File: src/rtl/playback_timer_pkg.sv
// Shared constants for the playback timer: FSM state encodings and the
// seconds-per-minute divisor used by the seek conversion.
package playback_timer_pkg;

  localparam logic [1:0] ST_COUNT = 2'd0;
  localparam logic [1:0] ST_CONV  = 2'd1;
  localparam logic [1:0] ST_DONE  = 2'd2;

  localparam int SEC_PER_MIN = 60;

endpackage

File: src/rtl/playback_timer_if.sv
// Control/status bundle between the player controller (master) and the
// playback timer (slave).
interface playback_timer_if #(
  parameter int SEC_W = 16,
  parameter int MIN_W = 10
);
  logic             run;
  logic             clr;
  logic             load;
  logic [SEC_W-1:0] load_sec;
  logic [SEC_W-1:0] track_len;
  logic [SEC_W-1:0] time_sec;
  logic [MIN_W-1:0] min;
  logic [5:0]       sec;
  logic [SEC_W-1:0] remain_sec;
  logic             sec_tick;
  logic             busy;
  logic             end_pulse;
  logic             done;

  modport master (
    output run, clr, load, load_sec, track_len,
    input  time_sec, min, sec, remain_sec, sec_tick, busy, end_pulse, done
  );

  modport slave (
    input  run, clr, load, load_sec, track_len,
    output time_sec, min, sec, remain_sec, sec_tick, busy, end_pulse, done
  );
endinterface

File: src/rtl/playback_timer_tick_prescaler.sv
// Divides the system clock down to a one-cycle tick every TICKS_PER_SEC
// enabled cycles; the phase is frozen while disabled.
module tick_prescaler #(
  parameter int TICKS_PER_SEC = 1000000
) (
  input  logic clk,
  input  logic rst_n,
  input  logic en,
  input  logic clr,
  output logic tick
);
  localparam int            CW   = $clog2(TICKS_PER_SEC);
  localparam logic [CW-1:0] LAST = CW'(TICKS_PER_SEC - 1);

  logic [CW-1:0] cnt;

  // NOTE: sequential state uses non-blocking assignments so every register
  // samples pre-edge values regardless of block ordering.
  always_ff @(posedge clk) begin
    if (!rst_n)
      cnt <= '0;
    else if (clr)
      cnt <= '0;
    else if (en)
      cnt <= (cnt == LAST) ? '0 : cnt + CW'(1);
  end

  // A clear on the wrap edge wins, so that second is never counted.
  assign tick = en && !clr && (cnt == LAST);

endmodule

File: src/rtl/playback_timer.sv
// Playback-time counter: elapsed seconds with pause, clear and seek, a
// serial seconds-to-min/sec conversion after seek, and end-of-track flagging.
module playback_timer
  import playback_timer_pkg::*;
#(
  parameter int TICKS_PER_SEC = 1000000,
  parameter int SEC_W         = 16,
  parameter int MIN_W         = 10,
  parameter bit WRAP          = 1'b1
) (
  input logic              clk,
  input logic              rst_n,
  playback_timer_if.slave  bus
);
  // Conversion remainder must hold 0..59 even when SEC_W is narrow.
  localparam int RW = (SEC_W > 7) ? SEC_W : 7;

  logic [1:0]       state;
  logic [SEC_W-1:0] time_sec;
  logic [SEC_W-1:0] time_inc;
  logic [SEC_W-1:0] target;
  logic [MIN_W-1:0] min_q;
  logic [5:0]       sec_q;
  logic [RW-1:0]    conv_rem;
  logic             end_pulse_q;
  logic             tick;
  logic             presc_en;
  logic             presc_clr;
  logic             track_bounded;

  assign track_bounded = (bus.track_len != '0);
  assign time_inc      = time_sec + SEC_W'(1);
  assign presc_en      = (state == ST_COUNT) && bus.run;
  assign presc_clr     = bus.clr || bus.load || (state != ST_COUNT);

  tick_prescaler #(.TICKS_PER_SEC(TICKS_PER_SEC)) u_presc (
    .clk   (clk),
    .rst_n (rst_n),
    .en    (presc_en),
    .clr   (presc_clr),
    .tick  (tick)
  );

  // NOTE: every always_comb output gets a default first so no latch is inferred.
  always_comb begin
    target = bus.load_sec;
    if (track_bounded && (bus.load_sec > bus.track_len))
      target = bus.track_len;
  end

  always_ff @(posedge clk) begin
    if (!rst_n) begin
      state       <= ST_COUNT;
      time_sec    <= '0;
      min_q       <= '0;
      sec_q       <= '0;
      conv_rem    <= '0;
      end_pulse_q <= 1'b0;
    end else begin
      end_pulse_q <= 1'b0;
      if (bus.clr) begin
        state    <= ST_COUNT;
        time_sec <= '0;
        min_q    <= '0;
        sec_q    <= '0;
        conv_rem <= '0;
      end else if (bus.load) begin
        state    <= ST_CONV;
        time_sec <= target;
        conv_rem <= RW'(target);
        min_q    <= '0;
      end else begin
        case (state)
          ST_COUNT: begin
            if (tick) begin
              if (time_sec == '1) begin
                if (WRAP) begin
                  time_sec <= '0;
                  min_q    <= '0;
                  sec_q    <= '0;
                end
              end else begin
                time_sec <= time_inc;
                if (sec_q == 6'(SEC_PER_MIN - 1)) begin
                  sec_q <= '0;
                  if (min_q != '1) min_q <= min_q + MIN_W'(1);
                end else begin
                  sec_q <= sec_q + 6'd1;
                end
                if (track_bounded && (time_inc == bus.track_len)) begin
                  state       <= ST_DONE;
                  end_pulse_q <= 1'b1;
                end
              end
            end
          end
          ST_CONV: begin
            if (conv_rem >= RW'(SEC_PER_MIN)) begin
              conv_rem <= conv_rem - RW'(SEC_PER_MIN);
              if (min_q != '1) min_q <= min_q + MIN_W'(1);
            end else begin
              sec_q <= conv_rem[5:0];
              // TIME_SEC still holds the seek target while converting.
              if (track_bounded && (time_sec == bus.track_len)) begin
                state       <= ST_DONE;
                end_pulse_q <= 1'b1;
              end else begin
                state <= ST_COUNT;
              end
            end
          end
          default: ;
        endcase
      end
    end
  end

  always_comb begin
    bus.remain_sec = '0;
    if (track_bounded && (bus.track_len > time_sec))
      bus.remain_sec = bus.track_len - time_sec;
  end

  assign bus.time_sec  = time_sec;
  assign bus.min       = min_q;
  assign bus.sec       = sec_q;
  assign bus.sec_tick  = tick;
  assign bus.busy      = (state == ST_CONV);
  assign bus.done      = (state == ST_DONE);
  assign bus.end_pulse = end_pulse_q;

endmodule

File: src/flat_wrapper.sv
// flat-port wrapper written by rule: the top's interface ports become plain ports
module playback_timer_flat import playback_timer_pkg::*;
#(
  parameter int TICKS_PER_SEC = 1000000,
  parameter int SEC_W         = 16,
  parameter int MIN_W         = 10,
  parameter bit WRAP          = 1'b1
)
  (clk, rst_n, bus_run, bus_clr, bus_load, bus_load_sec, bus_track_len, bus_time_sec, bus_min, bus_sec, bus_remain_sec, bus_sec_tick, bus_busy, bus_end_pulse, bus_done);
  playback_timer_if #(.SEC_W(SEC_W), .MIN_W(MIN_W)) bus_i ();
  input logic clk;
  input logic rst_n;
  input wire logic [$bits(bus_i.run)-1:0] bus_run;
  input wire logic [$bits(bus_i.clr)-1:0] bus_clr;
  input wire logic [$bits(bus_i.load)-1:0] bus_load;
  input wire logic [$bits(bus_i.load_sec)-1:0] bus_load_sec;
  input wire logic [$bits(bus_i.track_len)-1:0] bus_track_len;
  output wire logic [$bits(bus_i.time_sec)-1:0] bus_time_sec;
  output wire logic [$bits(bus_i.min)-1:0] bus_min;
  output wire logic [$bits(bus_i.sec)-1:0] bus_sec;
  output wire logic [$bits(bus_i.remain_sec)-1:0] bus_remain_sec;
  output wire logic [$bits(bus_i.sec_tick)-1:0] bus_sec_tick;
  output wire logic [$bits(bus_i.busy)-1:0] bus_busy;
  output wire logic [$bits(bus_i.end_pulse)-1:0] bus_end_pulse;
  output wire logic [$bits(bus_i.done)-1:0] bus_done;
  assign bus_i.run = bus_run;
  assign bus_i.clr = bus_clr;
  assign bus_i.load = bus_load;
  assign bus_i.load_sec = bus_load_sec;
  assign bus_i.track_len = bus_track_len;
  assign bus_time_sec = bus_i.time_sec;
  assign bus_min = bus_i.min;
  assign bus_sec = bus_i.sec;
  assign bus_remain_sec = bus_i.remain_sec;
  assign bus_sec_tick = bus_i.sec_tick;
  assign bus_busy = bus_i.busy;
  assign bus_end_pulse = bus_i.end_pulse;
  assign bus_done = bus_i.done;
  playback_timer #(.TICKS_PER_SEC(TICKS_PER_SEC), .SEC_W(SEC_W), .MIN_W(MIN_W), .WRAP(WRAP)) u_core (.clk(clk), .rst_n(rst_n), .bus(bus_i));
endmodule
File: config.mk
export PLATFORM = sky130hd
export DESIGN_NAME = playback_timer_flat
export DESIGN_NICKNAME = d
export VERILOG_FILES = /design/src/rtl/playback_timer_pkg.sv /design/src/rtl/playback_timer_if.sv /design/src/rtl/playback_timer_tick_prescaler.sv /design/src/rtl/playback_timer.sv /design/src/flat_wrapper.sv
export SDC_FILE = /design/constraint.sdc
export NUM_CORES = 1
export LEC_CHECK = 0
export ABC_AREA = 1
export CORE_ASPECT_RATIO = 0.75
export CORE_UTILIZATION = 40
export CTS_CLUSTER_DIAMETER = 60
export CTS_CLUSTER_SIZE = 14
export DETAILED_ROUTE_END_ITERATION = 7
export PLACE_DENSITY = 0.67
export SLEW_MARGIN = 20
export SYNTH_ARGS = -nofsm -noshare
export SYNTH_HDL_FRONTEND = slang
export SYNTH_HIERARCHICAL = 1
export SYNTH_SLANG_ARGS = --single-unit
File: constraint.sdc
create_clock -name clk -period 4.55 [get_ports clk]
set_clock_uncertainty 0.1 [all_clocks]
set_input_delay 1.365 -clock clk [delete_from_list [all_inputs] [get_ports clk]]
set_output_delay 1.365 -clock clk [all_outputs]
set_load 0.01 [all_outputs]
==> After elaboration in Yosys (flattened, before gate mapping) <==
Cells that the tools add are included.
{ "classes": {"n_addsub": 6, "magnitude_cmp": 3, "n_eq_ne": 18, "muxes": 34, "bitwise_logic": 2, "reduce_logical": 28} }
{ "op_table": {"columns": ["op", "count"], "rows": [
  ["16-bit 2-to-1 mux", 9],
  ["10-bit 2-to-1 mux", 5],
  ["16-bit == test", 2],
  ["16-bit greater-than comparator", 2],
  ["6-bit 2-to-1 mux", 4],
  ["20-bit by 1-bit adder with 20-bit output, second input constant", 1],
  ["20-bit == test, second input constant", 1],
  ["20-bit 2-to-1 mux", 1],
  ["10-bit one-hot mux with 2 select lines", 1],
  ["16-bit by 1-bit adder with 16-bit output, second input constant", 1],
  ["16-bit == test, second input constant", 1],
  ["16-bit by 6-bit >= comparator with 1-bit output, second input constant", 1],
  ["16-bit nonzero test", 1],
  ["16-bit subtractor", 1],
  ["16-bit by 6-bit subtractor with 16-bit output, second input constant", 1],
  ["3-bit inequality test, second input constant", 5],
  ["6-bit one-hot mux with 2 select lines", 1],
  ["2-bit nonzero test", 6],
  ["10-bit by 1-bit adder with 10-bit output, second input constant", 1],
  ["2-bit 2-to-1 mux", 5],
  ["10-bit inequality test, second input constant", 1],
  ["5-bit AND reduction", 2],
  ["2-bit inequality test, second input constant", 4],
  ["4-bit AND reduction", 2],
  ["17 further kinds", 32]
]} }
{ "totals": {"ff_bits": 71, "inputBits": 37, "output_inout_bits": 52, "word_cells": 99} }

==> Logic depth before layout (Yosys ltp) <==
{ "depth": {"word_depth": 8, "depth_mapped": 19, "depth_no_buf": 18} }

==> Hierarchy <==
The synthesis kept the hierarchy.
{ "modules_own_cells": {"columns": ["mod", "n_inst", "cells_each", "area_per_inst_um2"], "rows": [
  ["playback_timer", 1, 821, 4929.7],
  ["tick_prescaler", 1, 204, 1222.4]
]} }

==> Least setup slack after synthesis <==
No wires, ideal clock.
{ "synth_path": {"path_type": "input -> output", "from": "in bus_track_len[0]", "to": "out bus_remain_sec[10]", "arrival_ps": 3164, "t_required_ps": 3085, "setup_slack_ps": -79, "cell_stages": 17, "n_path_buf": 1, "cell_sequence": "inv_1 -> ha_1 -> inv_1 -> fa_1 -> nand2_1 -> nand2_1 -> nand2_1 -> nand2_1 -> nand2_1 -> nand3_1 -> nand2_1 -> nand2_1 -> nand2_1 -> o211ai_1 -> nand3_1 -> buf_2 -> nor2_1"} }
{ "synth_via": {"elab_chain_len": 3, "word_cells_on_any_way": 5} }
{ "synth_rtl": {"columns": ["element", "line", "source"], "rows": [
  ["from (decl)", "flat_wrapper.sv:17", "input wire logic [$bits(bus_i.track_len)-1:0] bus_track_len;"],
  ["16-bit greater-than comparator or 16-bit nonzero test (tied branches)", "playback_timer.sv:120, playback_timer.sv:31", null],
  ["1-bit logical AND", "playback_timer.sv:120", "if (track_bounded && (bus.track_len > time_sec))"],
  ["16-bit 2-to-1 mux *", "playback_timer.sv:120", null],
  ["to (decl)", "flat_wrapper.sv:21", "output wire logic [$bits(bus_i.remain_sec)-1:0] bus_remain_sec;"]
]} }
Mark *: on every way between the ends. The rest lies on a longest branch, timed or not.

==> Worst setup path after layout <==
{ "layout_path": {"from": "in bus_track_len[0]", "to": "out bus_remain_sec[15]"} }
Same word-level chain as after synthesis.

==> results.md <==
- Outcome: complete, but fails checks
- Failing checks: setup timing
- H-tree depth: 3
- DRT Pass-1 Iters: 7
- Slew Limit Fails: 0
- RSZ-0062 raised after global routing: true
- Residual DRC: 0
- GPL Wtd Cong: 0.886
- Core Area: 14700 µm²
- Fin crit share: 105%
- Synth Area per Inst: 6.00 µm²
- Synthesized Nets: 1100
- Fill cell count: 1445
- Hold WC Path Type: register to register
- DP HPWL: 16000 µm
- Int Pwr: 1290 µW
- Clk slew on worst S/H paths: 0.05 ns
- Worst flop-to-flop path startpoint: u_core/state[0]
- Synth Instances: 1025
- CP Launch Type: input port
- Fmax: 209 MHz
- GRT Total Usage: 26.1%
- Netlist cell types: 43
- Avg WL per Cell: 14.4 µm
- Vias in the first global route: 6637
- Die area: 15900 µm²
- Grt ovf: 0
- Sink Count: 71
- Starting density of the core: 41.7%
- # port buffers: 88
- Post-layout power: 1880 µW
- Area grow syn2layout: 39.7%
- Crit. End Element: output pin
- Number of setup violations in the final report: 16
- Row Count: 38
- Switching Fraction: 31.4%
- Die X: 145 µm
- First-pass GRT wire length: 33100 µm
- NetSw: 591 µW
- Worst slew pin tran: 0.959 ns
- Ports: 89
- Drt total wl: 20600 µm
- Slew HR: 36.0%
- Max-cap violation count: 0
- Comb power frac: 31.9%
- Hold buffers post-CTS: 0
- Crit path from: bus_track_len[0]
- DR vias: 7434
- Multi-input logic area: 4340 µm²
- Final #Nets: 1307
- Critical-path maximum fanout: 7
- Final hold viol count: 0
- Bufs on Longest Clock Path: 2
- Layout cell share with drive strength beyond 1: 19.5%
- Detail Route Antenna Nets: 0
- Worst Path Class, Setup: input port to output pin
- Total negative slack: -2.33 ns
- Req. time, crit path: 3.08 ns
- Seq. cell area: 1420 µm²
- Via density: 5.18
- Flop pwr share: 34.7%
- ANT cells: 0
- PwrDens: 219 nW/µm²
- Largest net degree at the start of global routing: 37
- Clk pwr share: 33.4%
- Inserted Clock Buffers: 9
- HP Start: u_core/conv_rem[0]
- Yosys reg bits: 71
- VDD IR max: 0.212 mV
- Leak Pwr: 0.00391 µW
- Post-route setup slack: -0.223 ns
- Synth Cell Area: 6150 µm²
- Seq/Total Area, Yosys: 23.1%
- DIE HEIGHT: 109 µm
- CTS tree: yes
- Clk root buf: clkbuf_16
- Critical Path AT: 3.31 ns
- Initial detailed-routing violation count: 716
- Synth warn: 6
- Number of antenna violations at the first check in global routing: 0
- Clk_lat worst skew: 0.33 ns
- Fin crit period: 4.77 ns
## cells in the final DEF (no fill, tap or decap), types with 3 or more instances in the layout
| cell | synthesis | layout |
|---|---|---|
| xor2_1 | 16 | 16 |
| o21ai_1 | 5 | 6 |
| nor2_1 | 125 | 118 |
| inv_2 | 5 | 7 |
| nand2_2 | 11 | 14 |
| clkdlybuf4s50_1 | 0 | 55 |
| nor2_2 | 12 | 19 |
| nor2_4 | 8 | 8 |
| a21oi_1 | 71 | 70 |
| ha_1 | 37 | 25 |
| nor3_1 | 13 | 10 |
| nand2_4 | 4 | 4 |
| nand3_2 | 2 | 5 |
| nand2_1 | 250 | 247 |
| dlygate4sd2_1 | 0 | 11 |
| o211ai_1 | 5 | 5 |
| buf_4 | 1 | 118 |
| buf_2 | 2 | 16 |
| nor3_2 | 1 | 4 |
| a31oi_1 | 14 | 13 |
| clkbuf_16 | 0 | 9 |
| o21bai_1 | 5 | 5 |
| dfxtp_1 | 71 | 71 |
| nand3_1 | 100 | 97 |
| buf_6 | 0 | 3 |
| clkinv_2 | 0 | 3 |
| o21ai_0 | 62 | 61 |
| nand4_1 | 18 | 18 |
| a211oi_1 | 3 | 3 |
| inv_1 | 145 | 142 |
| xnor2_1 | 6 | 6 |
| ha_4 | 0 | 12 |
| clkdlybuf4s15_2 | 0 | 3 |
## cell usage after synthesis
cell type    n  area [µm²]
a211oi_1     3        22.5
a21o_1       1        7.51
a21oi_1     71         355
a21oi_2      1        8.76
a221oi_1     1        8.76
a22oi_1      2        15.0
a31oi_1     14        87.6
a31oi_2      1        12.5
buf_1        1        3.75
buf_2        2        10.0
buf_4        1        7.51
clkbuf_1    11        41.3
clkinv_1     1        3.75
dfxtp_1     71        1420
fa_1         1        20.0
ha_1        37         463
inv_1      145         544
inv_2        5        18.8
inv_4        2        12.5
mux2i_1      1        10.0
nand2_1    250         938
nand2_2     11        68.8
nand2_4      4        45.0
nand3_1    100         500
nand3_2      2        20.0
nand3_4      1        17.5
nand3b_1     2        15.0
nand4_1     18         113
nor2_1     125         469
nor2_2      12        75.1
nor2_4       8        90.1
nor3_1      13        65.1
nor3_2       1        10.0
nor3b_1      2        15.0
nor4_1       3        18.8
o211ai_1     5        37.5
o21ai_0     62         310
o21ai_1      5        25.0
o21bai_1     5        37.5
o31ai_1      1        7.51
or2_0        1        6.26
xnor2_1      6        52.6
xor2_1      16         140
## cells by family (layout without fill, tap and decap cells)
logic type / after synthesis / after routing / share of synthesized area [%]
DFF: 71 / 71 / 23.1
adders and majority gates: 38 / 38 / 7.85
xor gates and xnor gates: 22 / 22 / 3.13
buffers and inverters: 168 / 378 / 10.4
and+or+nand+nor: 553 / 554 / 40.1
AOI/OAI and AO/OA: 172 / 172 / 15.2
muxes: 1 / 1 / 0.163
## critical path: stages
cell	delay, ns
buf_8	0.10
inv_6	0.05
ha_4	0.13
inv_2	0.04
fa_2	0.35
nand2_2	0.07
nand2_1	0.04
nand2_1	0.05
nand2_1	0.06
nand2_1	0.09
nand3_2	0.08
nand2_1	0.07
nand2_1	0.06
nand2_1	0.08
o211ai_1	0.13
nand3_2	0.16
buf_12	0.13
buf_6	0.09
nor2_2	0.03
buf_2	0.14
## path summary, 6_finish.rpt
check	end	slack, ns	depth (start not counted)
worst min-delay path	u_core/conv_rem[0]	0.37	2
worst max register to register	u_core/bus.time_sec[14]	1.49	18
worst min register to register	u_core/conv_rem[0]	0.37	2
worst max-delay path	bus_remain_sec[15]	-0.22	20
## layout make-up
type | count | area share (%)
Sequential cell | 71 | 16.5
Clock inverter | 4 | 0.262
Inverter | 153 | 6.80
Tap cell | 200 | 2.91
Clock buffer | 11 | 2.83
Timing Repair Buffer | 210 | 20.2
Multi-Input combinational cell | 787 | 50.5
## registers in the layout, summed over array words and instances, names as in the netlist
signal and flops:
u_core/bus.min 10, u_core/state 2, u_core/bus.sec 6, u_core/bus.end_pulse 1, u_core/bus.time_sec 16, u_core/u_presc/cnt 20
u_core/conv_rem 16
## timing repair
action / CTS / global route
gates resized for setup: 133 / 5
cloned: 1 / 0
setup buffers: 16 / 3
setup endpoints to repair: 17 / 16
pin swaps: 28 / 11
## power by group through the flow
stage / combinational (µW) / clock [µW] / sequential [µW]
floorplan: 286 / 0 / 668
global placement: 556 / 0 / 665
detailed placement: 561 / 0 / 665
CTS: 583 / 647 / 652
global route: 660 / 670 / 655
finish: 600 / 629 / 653
## through the flow
| stage | instance area [µm²] | setup WS, ns | utilization [%] | cells | hold slack, ns |
|---|---|---|---|---|---|
| 6_report | 8590 | -0.223 | 58.3 | 1436 | 0.369 |
| 5_1_grt | 8590 | -0.367 | 58.3 | 1436 | 0.390 |
| 4_1_cts | 8560 | -0.223 | 58.1 | 1433 | 0.369 |
| 3_5_place_dp | 8010 | -1.09 | 54.4 | 1401 | 0.356 |
| 3_3_place_gp | 8010 | -0.996 | 54.4 | 1401 | 0.352 |
| 2_1_floorplan | 6160 | 0.0225 | - | 1025 | 0.329 |
## per-layer routing
layer	up-vias	global-route usage [%]	wire length, µm
li1	3764	-	-
met1	3385	38.7	10400
met5	-	0	0
met2	267	38.4	8330
met4	0	5.79	197
met3	18	5.35	1690
(Power assumes the default switching activity.)
